--- src/rtl/patch_fetch.sv ---
// 3x3 patch fetch: reads pixels from a 1-cycle BRAM, reuses columns on partial loads.
// Optional PATCH_FETCH_BACK2BACK_EN accepts the next fetch in DONE during handoff.
module patch_fetch #(
  parameter int DW         = 8,
  parameter int IMG_PIXELS = 784
) (
  input  logic          clk,
  input  logic          rst,
  input  logic          fetch_start,
  input  logic          load_full_patch,
  input  logic [9:0]    pixel_addr0,
  input  logic [9:0]    pixel_addr1,
  input  logic [9:0]    pixel_addr2,
  input  logic [9:0]    pixel_addr3,
  input  logic [9:0]    pixel_addr4,
  input  logic [9:0]    pixel_addr5,
  input  logic [9:0]    pixel_addr6,
  input  logic [9:0]    pixel_addr7,
  input  logic [9:0]    pixel_addr8,
  output logic          fetch_ready,
  output logic          mem_rd_en,
  output logic [9:0]    mem_addr,
  input  logic [DW-1:0] mem_rdata,
  output logic          patch_valid,
  input  logic          patch_ready,
  output logic [DW-1:0] pix0,
  output logic [DW-1:0] pix1,
  output logic [DW-1:0] pix2,
  output logic [DW-1:0] pix3,
  output logic [DW-1:0] pix4,
  output logic [DW-1:0] pix5,
  output logic [DW-1:0] pix6,
  output logic [DW-1:0] pix7,
  output logic [DW-1:0] pix8
);

  typedef enum logic [1:0] {
    IDLE,
    READ,
    DRAIN,
    DONE
  } state_t;

  state_t          state;
  state_t          state_nxt;
  logic [9:0]      addr_q [9];
  logic [9:0]      addr_in [9];
  logic [DW-1:0]   win [9];
  logic [3:0]      k;
  logic [3:0]      cap_k;
  logic            cap_v;
  logic            cap_pad;
  logic            win_init;
  logic [9:0]      cur_addr;
  logic            pad;
  logic            accept;
  logic            eff_full;

  assign addr_in[0] = pixel_addr0;
  assign addr_in[1] = pixel_addr1;
  assign addr_in[2] = pixel_addr2;
  assign addr_in[3] = pixel_addr3;
  assign addr_in[4] = pixel_addr4;
  assign addr_in[5] = pixel_addr5;
  assign addr_in[6] = pixel_addr6;
  assign addr_in[7] = pixel_addr7;
  assign addr_in[8] = pixel_addr8;

  always_comb begin
    cur_addr = '0;
    for (int i = 0; i < 9; i++)
      if (k == 4'(i)) cur_addr = addr_q[i];
  end

  assign pad      = cur_addr >= 10'(IMG_PIXELS);
  assign accept   = fetch_start & fetch_ready;
  assign eff_full = load_full_patch | ~win_init;

  always_comb begin
    state_nxt   = state;
    fetch_ready = 1'b0;
    mem_rd_en   = 1'b0;
    mem_addr    = '0;
    patch_valid = 1'b0;
    unique case (state)
      IDLE: begin
        fetch_ready = 1'b1;
        if (fetch_start) state_nxt = READ;
      end
      READ: begin
        mem_addr  = cur_addr;
        mem_rd_en = ~pad;
        if (k == 4'd8) state_nxt = DRAIN;
      end
      DRAIN: state_nxt = DONE;
      DONE: begin
        patch_valid = 1'b1;
`ifdef PATCH_FETCH_BACK2BACK_EN
        fetch_ready = patch_ready;
        if (patch_ready)
          state_nxt = fetch_start ? READ : IDLE;
`else
        if (patch_ready) state_nxt = IDLE;
`endif
      end
      default: state_nxt = IDLE;
    endcase
  end

  always_ff @(posedge clk or negedge rst) begin
    if (!rst) state <= IDLE;
    else      state <= state_nxt;
  end

  always_ff @(posedge clk or negedge rst) begin
    if (!rst) begin
      k        <= '0;
      cap_k    <= '0;
      cap_v    <= 1'b0;
      cap_pad  <= 1'b0;
      win_init <= 1'b0;
      for (int i = 0; i < 9; i++) begin
        addr_q[i] <= '0;
        win[i]    <= '0;
      end
    end else begin
      cap_v   <= state == READ;
      cap_k   <= k;
      cap_pad <= pad;
      if (state == READ) k <= k + 4'd1;
      if (state == DRAIN) win_init <= 1'b1;
      if (accept) begin
        for (int i = 0; i < 9; i++)
          addr_q[i] <= addr_in[i];
        k <= eff_full ? 4'd0 : 4'd6;
        // Partial load slides the window one column left.
        if (!eff_full)
          for (int i = 0; i < 6; i++)
            win[i] <= win[i+3];
      end
      if (cap_v)
        for (int i = 0; i < 9; i++)
          if (cap_k == 4'(i))
            win[i] <= cap_pad ? '0 : mem_rdata;
    end
  end

  assign pix0 = win[0];
  assign pix1 = win[1];
  assign pix2 = win[2];
  assign pix3 = win[3];
  assign pix4 = win[4];
  assign pix5 = win[5];
  assign pix6 = win[6];
  assign pix7 = win[7];
  assign pix8 = win[8];

endmodule
--- config.mk ---
export PLATFORM = sky130hd
export DESIGN_NAME = patch_fetch
export DESIGN_NICKNAME = d
export VERILOG_FILES = /design/src/rtl/patch_fetch.sv
export SDC_FILE = /design/constraint.sdc
export NUM_CORES = 1
export LEC_CHECK = 0
export CAP_MARGIN = 10
export CORE_ASPECT_RATIO = 0.9
export CORE_MARGIN = 2
export CORE_UTILIZATION = 35
export CTS_BUF_LIST = sky130_fd_sc_hd__clkbuf_4
export DETAILED_ROUTE_END_ITERATION = 12
export GPL_ROUTABILITY_DRIVEN = 0
export GPL_TIMING_DRIVEN = 1
export HOLD_SLACK_MARGIN = 0.05
export PLACE_DENSITY = 0.61
export SLEW_MARGIN = 20
export SYNTH_ARGS = -nofsm -noshare
export SYNTH_HDL_FRONTEND = slang
export SYNTH_SLANG_ARGS = --single-unit
--- constraint.sdc ---
create_clock -name clk -period 2.3 [get_ports clk]
set_input_delay 0.46 -clock clk [delete_from_list [all_inputs] [get_ports clk]]
set_output_delay 0.46 -clock clk [all_outputs]
set_load 0.02 [all_outputs]
==> run_results.csv, run 1 <==
group,metric,value,unit
sta,fmax,0.309,GHz
power_and_ir_drop,leakagePower,5.55,nW
outcome,status,"complete, but fails checks",
placement,placed_area,10700,um^2
synth,syn-mean-instance-area,9.52,um^2
clock_tree,insertion_delay,0.59,ns
clock_tree,clk_pin_slew_worst_paths,0.18,ns
global_route,track_usage,0.195,
critical_path,path_cells,"buf_6, ha_4, buf_4, a221oi_4, o21a_1, o21ai_2, nor4b_4, o31a_1, buf_6",
route,antenna_left,0,
global_route,grt_max_degree,102,
clock_tree,clock_path_buffers,2,
cells_and_area,top_register,"addr_q",
clock_tree,htreeDepth,4,
run,maxCapViolCount,0,
critical_path,crit_buf_inv,3,
cells_and_area,n_fill_cell,2106,
floorplanning,die-area,24400,um^2
synth,synthArstFlopShare,1.00,
route,firstDrtPassIters,5,
critical_path,rr_startpoint,"k[0]",
sta,finalCritPeriodShare,1.41,
cells_and_area,design_area,11600,um^2
cells_and_area,layout_common_cells,"276 x nand2_1, 174 x dfrtp_1, 173 x clkdlybuf4s50_1",
route,vias,6846,
global_route,grt_pass1_vias,6683,
floorplanning,start_util,0.359,
route,viasPerCell,4.90,
sta,hold_violations,0,
synth,ys.flop_type,"dfrtp_1",
synth,synth_top_area_frac,0.539,
hold_path,hold_path_startpoint,"pixel_addr0[4]",
floorplanning,die_w,165,um
route,avgRoutedWirePerCell,16.7,um
cells_and_area,seqCellArea,4380,um^2
cells_and_area,n_antenna_cell,0,
critical_path,crit_type,"reg2out",
synth,synth-edff-count,0,
power_and_ir_drop,ir_worst_vdd,0.783,mV
clock_tree,tritoncts,"built",
cells_and_area,fin_util,0.510,
synth,ys_ff_latch,175,
synth,synth_nets,964,
sta,period_minus_slack,3.23,ns
synth,synth_cells,853,
power_and_ir_drop,p_per_area,1450,nW/um^2
sta,drv_slew,0,
placement,pre_cts_ws,-0.913,ns
synth,yosysTopAreaCell,"dfrtp_1",
sta,worstMarginPinSlew,0.579,ns
clock_tree,cts_buffers,17,
cells_and_area,largest_reg_flops,90,
cells_and_area,multiInputGateArea,3730,um^2
sta,slew_headroom,0.614,
hold_path,holdPathEnd,"addr_q[84]",
cells_and_area,mostFrequentLayoutCell,"nand2_1",
critical_path,end_kind,"primary output",
placement,dpl.hpwl,16700,um
floorplanning,die_h,149,um
hold_path,hold_path_depth,3,
synth,ys_seq_area_frac,0.539,
sta,whs,0.370,ns
synth,ys_top_cells_by_area,"dfrtp_1 54%, nand2_1 13%, mux2i_1 6.0%",
synth,yosysUniqueCellTypes,57,
cells_and_area,num-nets-final,1198,
critical_path,reg2reg_depth,11,
critical_path,critPathSlowestCell,"dfrtp_2",
critical_path,critPathLaunchType,"flip-flop",
floorplanning,pin_count,188,
cells_and_area,area_growth,42.2,%
synth,syn_area,8120,um^2
sta,finClkSkew,0.0254,ns
floorplanning,coreArea,22600,um^2
floorplanning,rows,52,
clock_tree,cts-root-buf,"clkbuf_4",
outcome,failed_checks,"negative setup slack",
global_route,antenna_found_initial,0,
synth,ys_warn_count,0,
hold_path,hp-class,"in2reg",
critical_path,cpPeakStageDelay,0.47,ns
cells_and_area,drive_gt1_frac,0.198,
critical_path,r2r_setup_slack,0.01,ns
critical_path,cp.depth,9,
critical_path,cp_max_fo,7,
global_route,grt-ovfl-total,0,
global_route,grt_pass1_wl,36900,um
route,drtIter0Drc,492,
critical_path,required,1.84,ns
route,drc,0,
critical_path,timing.rr.end,"cap_pad",
route,finalWirelength,23400,um
clock_tree,cts_num_sinks,175,
critical_path,crit_arrival,2.77,ns
sta,rsz0062_at_grt,"yes",
placement,portBuffers,187,
critical_path,cp_common_cell,"buf_6",
sta,setup_viol,11,
critical_path,cpLargestDelayFamily,"compound AO/OA/AOI/OAI gates",
sta,finalWorstSetupSlack,-0.934,ns
==> worst register-to-register path, cell delays in order (launching register included) <==
cell and delay [ns]:
dfrtp_2 0.47, buf_6 0.13, ha_4 0.19, buf_4 0.18, a221oi_4 0.27, o21a_1 0.19
o21ai_2 0.09, nor4b_4 0.31, buf_4 0.15, buf_4 0.09, buf_4 0.10, nor3_4 0.04
==> worst max-delay path by stage <==
stage | to | startpoint | slack, ns
global route | mem_rd_en | k[1] | -1.06
global placement | mem_rd_en | k[1] | -0.84
CTS | mem_rd_en | k[1] | -0.91
detailed placement | mem_addr[0] | k[1] | -0.91
finish | mem_rd_en | k[0] | -0.93
floorplan | mem_rd_en | k[0] | -0.20
==> power breakdown <==
group          switching [mW]  internal, mW  total (mW)  leakage, nW
Sequential               1.24          4.55        5.79         2.14
Combinational            4.57          4.46        9.03         3.24
Clock                    1.29         0.617        1.90        0.169
==> Yosys cell counts (5+ instances only) <==
| library cell | n |
|---|---|
| o21ai_0 | 40 |
| a22oi_1 | 5 |
| a21oi_1 | 45 |
| buf_4 | 5 |
| ha_1 | 8 |
| mux2i_1 | 49 |
| clkbuf_1 | 38 |
| nor2_1 | 49 |
| a221oi_1 | 13 |
| o21ai_1 | 5 |
| inv_1 | 18 |
| dfrtp_1 | 175 |
| buf_2 | 10 |
| a221o_1 | 5 |
| nor2b_1 | 9 |
| nand2_1 | 277 |
| mux2_2 | 24 |
==> stage by stage <==
stage	TNS (ns)	cells	power [mW]
final	-8.71	1397	16.7
after global routing	-10.14	1397	17.9
after CTS	-8.79	1386	16.2
after detailed placement	-8.55	1344	13.6
after global placement	-7.88	1344	13.4
after floorplan	-0.378	853	9.97
==> layout make-up <==
cell class / instances / area share
multi-input combinational: 602 / 0.323
sequential: 175 / 0.379
clock inverter: 15 / 0.0167
tap: 297 / 0.0322
clock buffer: 17 / 0.0110
timing repair buffer: 273 / 0.231
inverter: 18 / 0.00671
==> metal layers <==
layer	GRT usage	vias up	wire, um
li1	-	3340	-
met1	0.278	3255	11000
met2	0.306	224	10700
met3	0.0351	27	1310
met4	0.0539	0	374
met5	0	-	0
==> cell families (layout without fill, tap and decap cells) <==
group,Yosys count,after routing,share of synthesized area
AND/OR/NAND/NOR,372,372,0.193
XOR/XNOR,2,2,0.00216
buffers and inverters,76,323,0.0421
AO/OA/AOI/OAI,147,147,0.118
adder cells (fa/ha/maj),8,8,0.0123
multiplexers,73,73,0.0937
flip-flops,175,175,0.539
==> repair_timing <==
action	4_1_cts	5_1_grt
endpoints found under the hold margin	55	0
resized for setup	117	41
hold buffers	1	0
cloned	1	0
endpoints found under the setup margin	14	13
setup buffers	8	12
pin swaps	23	21
Note: power is estimated with default switching activity, not from simulation.
==> run 2: changes to the inputs <==
--- a/config.mk
+++ b/config.mk
@@ -5,8 +5,6 @@
 export SDC_FILE = /design/constraint.sdc
 export NUM_CORES = 1
 export LEC_CHECK = 0
-export CAP_MARGIN = 10
-export CORE_ASPECT_RATIO = 0.9
 export CORE_MARGIN = 2
 export CORE_UTILIZATION = 35
 export CTS_BUF_LIST = sky130_fd_sc_hd__clkbuf_4
@@ -19,3 +17,4 @@
 export SYNTH_ARGS = -nofsm -noshare
 export SYNTH_HDL_FRONTEND = slang
 export SYNTH_SLANG_ARGS = --single-unit
+export TNS_END_PERCENT = 5
==> run 2 against run 1 <==
  * The run still ends with negative setup slack left
  * First-iteration DRC count down 21%
  * Clock skew up 0.0024 ns
  * Utilization down 1.2 points
  * Global-route usage down 0.074 points
  * Non-clock buffer count down 3
  * Setup slack better by 0.042 ns
  * Sequential power about the same
  * Sequential cell count unchanged
  * Via count down 0.73%
  * Critical endpoint unchanged
  * Largest cell class unchanged
  * Largest power group unchanged
  * Highest routed layer unchanged
==> run_results.csv, run 2 (same netlist as run 1, synthesis figures left out) <==
group,metric,value,unit
sta,drv_slew,0,
critical_path,end_kind,"primary output",
route,drtIter0Drc,387,
floorplanning,die-area,24400,um^2
outcome,status,"complete, but fails checks",
floorplanning,start_util,0.358,
sta,hold_violations,0,
sta,setup_viol,12,
floorplanning,rows,55,
clock_tree,insertion_delay,0.56,ns
critical_path,required,1.84,ns
cells_and_area,num-nets-final,1195,
route,avgRoutedWirePerCell,16.8,um
critical_path,rr_startpoint,"k[1]",
critical_path,cp_max_fo,11,
clock_tree,htreeDepth,4,
global_route,track_usage,0.194,
clock_tree,tritoncts,"built",
placement,portBuffers,187,
power_and_ir_drop,finalPower,16.2,mW
route,drc,0,
power_and_ir_drop,seqPwrFrac,0.357,
cells_and_area,drive_gt1_frac,0.183,
sta,fin_setup_tns,-8.88,ns
route,finalWirelength,23300,um
clock_tree,cts-root-buf,"clkbuf_4",
sta,rsz0062_at_grt,"yes",
sta,finalCritPeriodShare,1.39,
critical_path,cpPeakStageDelay,0.47,ns
power_and_ir_drop,p_per_area,1430,nW/um^2
clock_tree,clock_path_buffers,2,
cells_and_area,mostFrequentLayoutCell,"nand2_1",
placement,dpl.hpwl,16900,um
global_route,grt_pass1_vias,6749,
power_and_ir_drop,pwr-share-comb,0.533,
sta,slew_headroom,0.602,
floorplanning,coreArea,22700,um^2
cells_and_area,top_register,"addr_q",
power_and_ir_drop,p_switching,6.71,mW
power_and_ir_drop,switching_share,0.414,
global_route,grt-ovfl-total,0,
power_and_ir_drop,leakagePower,5.49,nW
cells_and_area,largest_reg_flops,90,
sta,period_minus_slack,3.19,ns
outcome,failed_checks,"negative setup slack",
power_and_ir_drop,clockPowerShare,0.110,
cells_and_area,layout_common_cells,"275 x nand2_1, 173 x dfrtp_1, 173 x clkdlybuf4s50_1",
floorplanning,die_w,156,um
power_and_ir_drop,ir_worst_vdd,0.546,mV
route,vias,6796,
critical_path,startpoint,"k[1]",
floorplanning,pin_count,188,
global_route,antenna_found_initial,1,
clock_tree,cts_buffers,17,
critical_path,critPathLaunchType,"flip-flop",
critical_path,crit_type,"reg2out",
sta,worstMarginPinSlew,0.595,ns
sta,whs,0.351,ns
sta,fmax,0.313,GHz
route,firstDrtPassIters,5,
route,antenna_left,0,
critical_path,r2r_setup_slack,-0.17,ns
critical_path,crit_arrival,2.73,ns
cells_and_area,fin_util,0.498,
critical_path,critPathSlowestCell,"dfrtp_2",
critical_path,timing.rr.end,"cap_pad",
global_route,grt_max_degree,102,
global_route,grt_pass1_wl,36900,um
sta,finalWorstSetupSlack,-0.892,ns
run,maxCapViolCount,0,
power_and_ir_drop,p_int,9.51,mW
critical_path,path_cells,"inv_4, ha_4, buf_8, buf_4, a221oi_2, o21a_1, o21ai_2, nor4b_4, o31a_1, buf_6",
cells_and_area,area_growth,39.3,%
floorplanning,die_h,156,um
route,viasPerCell,4.91,
clock_tree,clk_pin_slew_worst_paths,0.15,ns
critical_path,reg2reg_depth,13,
sta,finClkSkew,0.0278,ns
hold_path,hp-class,"in2async",
clock_tree,cts_num_sinks,175,
-- run 2: cell count changes in the layout (fill, tap and decap cells not counted), sizes merged --
| cell | change |
|---|---|
| bufinv | +1 |
| clkbuf | +3 |
| clkdlybuf4s15 | +2 |
| diode | +1 |
| clkinv | -2 |
| clkinvlp | +3 |
| dlymetal6s2s | +1 |
| inv | -5 |
| buf | -5 |
| dlygate4sd2 | -1 |
-- run 2: stage by stage --
step           cells  instance area, um^2  setup WS [ns]
2_1_floorplan    853                 8150         -0.197
3_3_place_gp    1332                10700         -0.791
3_5_place_dp    1332                10700         -0.849
4_1_cts         1376                11200         -0.882
5_1_grt         1383                11300          -1.04
6_report        1383                11300         -0.892
-- run 2: how the worst max path moves through the flow --
stage | endpoint | slack (ns) | cells after the start
after floorplan | mem_rd_en | -0.20 | 9
final | mem_rd_en | -0.89 | 10
after global placement | mem_addr[3] | -0.79 | 10
after CTS | mem_rd_en | -0.88 | 9
after global routing | mem_rd_en | -1.04 | 10
after detailed placement | mem_addr[2] | -0.85 | 10
-- run 2: layer usage --
layer  global-route usage  vias up  wire length [um]
li1                     -     3323                 -
met1                0.267     3214             10800
met2                0.309      228             10700
met3               0.0374       31              1230
met4               0.0651        0               563
met5                    0        -                 0
-- run 2: timing repair --
| action | CTS | global route |
|---|---|---|
| hold buffers | 1 | 0 |
| gates resized for setup | 80 | 26 |
| buffers inserted | 11 | 6 |
| endpoints found under the hold margin | 38 | 0 |
| endpoints found under the setup margin | 13 | 14 |
| pin swaps | 11 | 11 |
-- run 2: final cells by class --
| cell class | instances | area (um^2) |
|---|---|---|
| inverter | 18 | 76.3 |
| timing repair buffer | 270 | 2590 |
| fill | 2162 | 11400 |
| sequential | 175 | 4380 |
| multi-input combinational | 602 | 3620 |
| clock inverter | 12 | 135 |
| clock buffer | 20 | 150 |
| tap | 285 | 357 |
| antenna | 1 | 2.50 |
-- run 2: critical path: cells and delay by family, from the launching register on --
kind	cells	cell delay (ns)
buf+inv	4	0.48
simple gates	1	0.33
flops	1	0.47
fa+ha+maj	1	0.19
compound gates	4	0.72
-- run 2: power by group through the flow --
stage	Combinational (mW)	Clock [mW]	Sequential, mW
6_report	8.65	1.79	5.78
3_5_place_dp	7.88	0	5.78
3_3_place_gp	7.75	0	5.77
5_1_grt	9.40	1.97	5.97
2_1_floorplan	3.83	0	6.13
4_1_cts	8.38	1.85	5.75
==> run 3: changes to the inputs <==
--- a/config.mk
+++ b/config.mk
@@ -11,7 +11,6 @@
 export DETAILED_ROUTE_END_ITERATION = 12
 export GPL_ROUTABILITY_DRIVEN = 0
 export GPL_TIMING_DRIVEN = 1
-export HOLD_SLACK_MARGIN = 0.05
 export PLACE_DENSITY = 0.61
 export SLEW_MARGIN = 20
 export SYNTH_ARGS = -nofsm -noshare
==> results of run 3 <==
No change in the layout: final DEF, timing and power equal those of run 2.
